$ cat src/rtl/iobs_pkg.sv
// iobs_pkg: shared FSM state encoding and default synchronizer depth for the I/O bus slave
package iobs_pkg;
  typedef enum logic [1:0] {
    IDLE = 2'd0,
    REQ  = 2'd1,
    ACT  = 2'd2,
    DONE = 2'd3
  } state_t;
  localparam int SYNC_STAGES_DEF = 2;
endpackage

$ cat src/rtl/iobs_sync.sv
// iobs_sync: N-stage single-bit synchronizer (clk, rst, i_d async in, o_q synchronized out)
module iobs_sync #(
  parameter int N = iobs_pkg::SYNC_STAGES_DEF
) (
  input  logic clk,
  input  logic rst,
  input  logic i_d,
  output logic o_q
);
  logic [N-1:0] r_q;
  always_ff @(posedge clk) r_q <= rst ? '0 : {r_q[N-2:0], i_d};
  assign o_q = r_q[N-1];
endmodule

$ cat src/rtl/iobs.sv
// iobs: I/O bus slave stage; CPU cycles (CPUREQ/WE/LDS/UDS -> ACK/BERR/ALE1) to PDS master (IOREQ/IOLDS/IOUDS/IOWE <- IOACT/IOBERR), PWERR sticky
module iobs
  import iobs_pkg::*;
#(
  parameter int SYNC_STAGES = SYNC_STAGES_DEF,
  parameter bit POST_WRITES = 1'b1
) (
  input  logic FCLK,
  input  logic RES,
  input  logic CPUREQ,
  input  logic CPUWE,
  input  logic CPULDS,
  input  logic CPUUDS,
  output logic ACK,
  output logic BERR,
  output logic ALE1,
  output logic IOREQ,
  output logic IOLDS,
  output logic IOUDS,
  output logic IOWE,
  input  logic IOACT,
  input  logic IOBERR,
  output logic PWERR
);
  logic w_act;
  logic w_berr;
  logic w_posted;
  logic w_accept;
  state_t r_state;
  logic [SYNC_STAGES-1:0] r_warm;
  iobs_sync #(.N(SYNC_STAGES)) u_sync_act (.clk(FCLK), .rst(RES), .i_d(IOACT), .o_q(w_act));
  iobs_sync #(.N(SYNC_STAGES)) u_sync_berr (.clk(FCLK), .rst(RES), .i_d(IOBERR), .o_q(w_berr));
  assign w_posted = POST_WRITES && IOWE;
  // r_warm holds off acceptance until the synchronizer has refilled after reset, so an orphaned master cycle is seen
  assign w_accept = r_state == IDLE && CPUREQ && !(ACK || BERR) && !w_act && r_warm[SYNC_STAGES-1];
  always_ff @(posedge FCLK) begin
    if (RES) begin
      r_state <= IDLE;
      r_warm <= '0;
      ACK <= 1'b0;
      BERR <= 1'b0;
      ALE1 <= 1'b0;
      IOREQ <= 1'b0;
      IOLDS <= 1'b0;
      IOUDS <= 1'b0;
      IOWE <= 1'b0;
      PWERR <= 1'b0;
    end else begin
      r_warm <= {r_warm[SYNC_STAGES-2:0], 1'b1};
      ALE1 <= w_accept;
      if (!CPUREQ) begin
        ACK <= 1'b0;
        BERR <= 1'b0;
      end
      case (r_state)
        IDLE: if (w_accept) begin
          IOWE <= CPUWE;
          IOLDS <= CPULDS;
          IOUDS <= CPUUDS;
          IOREQ <= 1'b1;
          r_state <= REQ;
          if (POST_WRITES && CPUWE) ACK <= 1'b1;
        end
        REQ: if (w_act) begin
          IOREQ <= 1'b0;
          r_state <= ACT;
        end
        ACT: if (!w_act) begin
          r_state <= DONE;
          if (w_posted) begin
            if (w_berr) PWERR <= 1'b1;
          end else begin
            ACK <= !w_berr;
            BERR <= w_berr;
          end
        end
        DONE: begin
          IOWE <= 1'b0;
          IOLDS <= 1'b0;
          IOUDS <= 1'b0;
          r_state <= IDLE;
        end
      endcase
    end
  end
endmodule

$ cat config.mk
export PLATFORM = sky130hd
export DESIGN_NAME = iobs
export DESIGN_NICKNAME = d
export VERILOG_FILES = /design/src/rtl/iobs_pkg.sv /design/src/rtl/iobs_sync.sv /design/src/rtl/iobs.sv
export SDC_FILE = /design/constraint.sdc
export NUM_CORES = 1
export LEC_CHECK = 0
export ABC_AREA = 1
export CAP_MARGIN = 20
export CORE_AREA = 2 2 40 42
export CTS_BUF_LIST = sky130_fd_sc_hd__clkbuf_4
export CTS_CLUSTER_DIAMETER = 60
export DETAILED_ROUTE_END_ITERATION = 10
export DIE_AREA = 0 0 42 44
export PLACE_DENSITY = 0.8
export SYNTH_ARGS = -nofsm -noshare
export SYNTH_HDL_FRONTEND = slang
export SYNTH_SLANG_ARGS = --single-unit
$ cat constraint.sdc
create_clock -name FCLK -period 3 [get_ports FCLK]
set_clock_uncertainty 0.2 [all_clocks]
set_input_delay 0.45 -clock FCLK [delete_from_list [all_inputs] [get_ports FCLK]]
set_output_delay 0.45 -clock FCLK [all_outputs]
set_load 0.005 [all_outputs]
==> flow_metrics.py <==
metrics = {
    "power_and_ir_drop": {
        "power.density_nw_per_um2": 654,
        "ir_drop_v": 0.000451,
        "leakagePower_nw": 0.404,
    },
    "route": {
        "ant_nets": 0,
        "avgRoutedWirePerCell_um": 10.1,
        "drtPass1Iterations": 4,
        "drt_wl_total_um": 1300,
        "viasPerCell": 4.80,
        "drc": 0,
        "vias": 619,
        "drt_iter0_drc": 15,
    },
    "die": {
        "design.core.area_um2": 1420,
        "row_count": 14,
        "die_h_um": 44,
        "start_util_pct": 52.1,
        "io_pins": 16,
        "dieArea_um2": 1850,
        "die_w_um": 42,
    },
    "grt": {
        "grt_pass1_vias": 603,
        "grt_overflow": 0,
        "grt_usage_pct": 17.0,
        "grt_max_degree": 14,
        "grt_pass1_wl_um": 2390,
        "antenna_found_initial": 0,
    },
    "clock_tree": {
        "clock-sinks": 16,
        "clockBufferDepth": 2,
        "cts_tree": "yes",
        "cts-root-buf": "clkbuf_4",
        "hold_buffers": 0,
        "clkLatencyLatePin_ns": 0.29,
        "cts_setup_buffers": 0,
        "htree_num_levels": 1,
        "clk_pin_slew_ns": 0.09,
        "cts_resized": 0,
        "numCtsBuffers": 3,
    },
    "place": {
        "place_ws_ns": 1.09,
        "dp_hpwl_um": 1090,
        "place.port_buffers": 15,
        "placed_area_um2": 906,
        "place_congestion": 0.842,
    },
    "worst_setup_path": {
        "path_class": "flip-flop to output port",
        "crit_fanout": 4,
        "crit_chain": "clkdlybuf4s50_1",
        "crit_required_ns": 2.35,
        "crit_buf_inv": 1,
        "crit_path_end_kind": "output port",
        "crit_arrival_ns": 1.33,
        "max_stage_delay_ns": 0.56,
        "cp_slowest_cell": "clkdlybuf4s50_1",
        "cp-start-kind": "flip-flop",
        "cp_top_family": "buffers and inverters",
    },
    "sta": {
        "period_minus_slack_ns": 1.98,
        "fin_crit_sh_pct": 66.0,
        "rsz0062_at_grt": "false",
        "setup_viol": 0,
        "tns_ns": 0,
        "fin_ws_ns": 1.02,
        "timing.slew.headroom_pct": 69.9,
        "tightest_slew_ns": 0.449,
        "fin_hold_ws_ns": 0.208,
        "maxSlewViolCount": 0,
        "hold_viol_final": 0,
        "fmax_mhz": 505,
    },
    "logic_synthesis": {
        "synth.avg_cell_area_um2": 7.78,
        "yosys_warnings": 0,
        "ys_ff_latch": 16,
        "syn_inst": 95,
        "syn_nets": 108,
        "ys_seq_area_share_pct": 43.3,
        "synth_area_um2": 739,
        "synth_cell_types": 17,
    },
    "finish": {
        "drive_gt1_share_pct": 11.5,
        "antenna_cells": 0,
        "layout.nets": 127,
        "syn2layout_area_growth_pct": 26.1,
        "final_util_pct": 65.7,
        "fill_cells": 122,
        "design_area_um2": 932,
    },
    "hold_path": {
        "min_path_type": "flip-flop to flip-flop",
    },
    "flow_run": {
        "maxCapViolations": 0,
    },
    "outcome": {
        "outcome": "completed",
    },
}
-- flip-flops by register name, indices dropped and copies added (netlist names), 2 cells and up --
signal and count:
u_sync_berr.r_q 2, r_warm 2, r_state 2, u_sync_act.r_q 2
-- placed cells by master, fill, tap and decap left out, drive strengths merged --
cell,instances
nand4,5
clkinv,1
clkdlybuf4s50,15
nor2,15
or2,1
nand2,15
o21ai,2
ha,5
inv,18
nand3,8
a21oi,9
clkbuf,3
dfxtp,16
-- cells by family (layout without fill, tap and decap cells) --
| logic type | count (synthesis) | in the layout | synth area share, % |
|---|---|---|---|
| AO/OA/AOI/OAI | 11 | 11 | 7.95 |
| adder cells (fa/ha/maj) | 5 | 5 | 8.46 |
| buffers and inverters | 19 | 37 | 9.64 |
| flip-flops | 16 | 16 | 43.3 |
| AND/OR/NAND/NOR | 44 | 44 | 30.6 |
-- per-stage QoR --
step / cells / power (mW)
after floorplan: 95 / 0.436
after global placement: 125 / 0.494
after detailed placement: 125 / 0.505
after CTS: 129 / 0.616
after global routing: 129 / 0.662
final: 129 / 0.610
-- synth_stat cells --
cell type   n  area, um2
nand2_1    13       48.8
a21oi_1     8       40.0
nor2_2      1       6.26
ha_1        5       62.6
inv_1      14       52.6
o21ai_1     2       10.0
or2_1       1       6.26
nand3_1     7       35.0
nand2_2     2       12.5
inv_2       4       15.0
clkbuf_1    1       3.75
dfxtp_1    16        320
nor2_1     13       48.8
nand3_4     1       17.5
a21oi_2     1       8.76
nand4_1     5       31.3
nor2_8      1       20.0
-- worst paths after layout --
check                    end  slack (ns)  cells after the start  startpoint
setup / recovery         ACK        1.02                      1         ACK
setup reg to reg  r_state[1]        1.36                     10  r_state[0]
hold reg to reg    r_warm[1]        0.21                      2   r_warm[0]
hold / removal     r_warm[1]        0.21                      2   r_warm[0]
-- layout make-up --
type                       instances  area [um2]  area share [%]
timing repair buffer              15         150            16.1
multi-input combinational         60         348            37.3
clock buffer                       3        22.5            2.42
clock inverter                     1        3.75           0.403
tap                               16        20.0            2.15
sequential                        16         320            34.4
inverter                          18        67.6            7.25
-- where the power goes --
| part | total (mW) | internal, mW | switching, mW | leakage (nW) |
|---|---|---|---|---|
| logic | 0.232 | 0.0990 | 0.133 | 0.258 |
| clock network | 0.113 | 0.0483 | 0.0643 | 0.0154 |
| registers | 0.265 | 0.239 | 0.0259 | 0.131 |
-- metal layers --
metal	vias up	share of wire (%)	global-route usage, %
li1	336	-	-
met1	271	45	18.0
met2	10	51	32.2
met3	2	2.6	3.75
met4	0	1.4	7.74
met5	-	0	0
(Power assumes the default switching activity.)
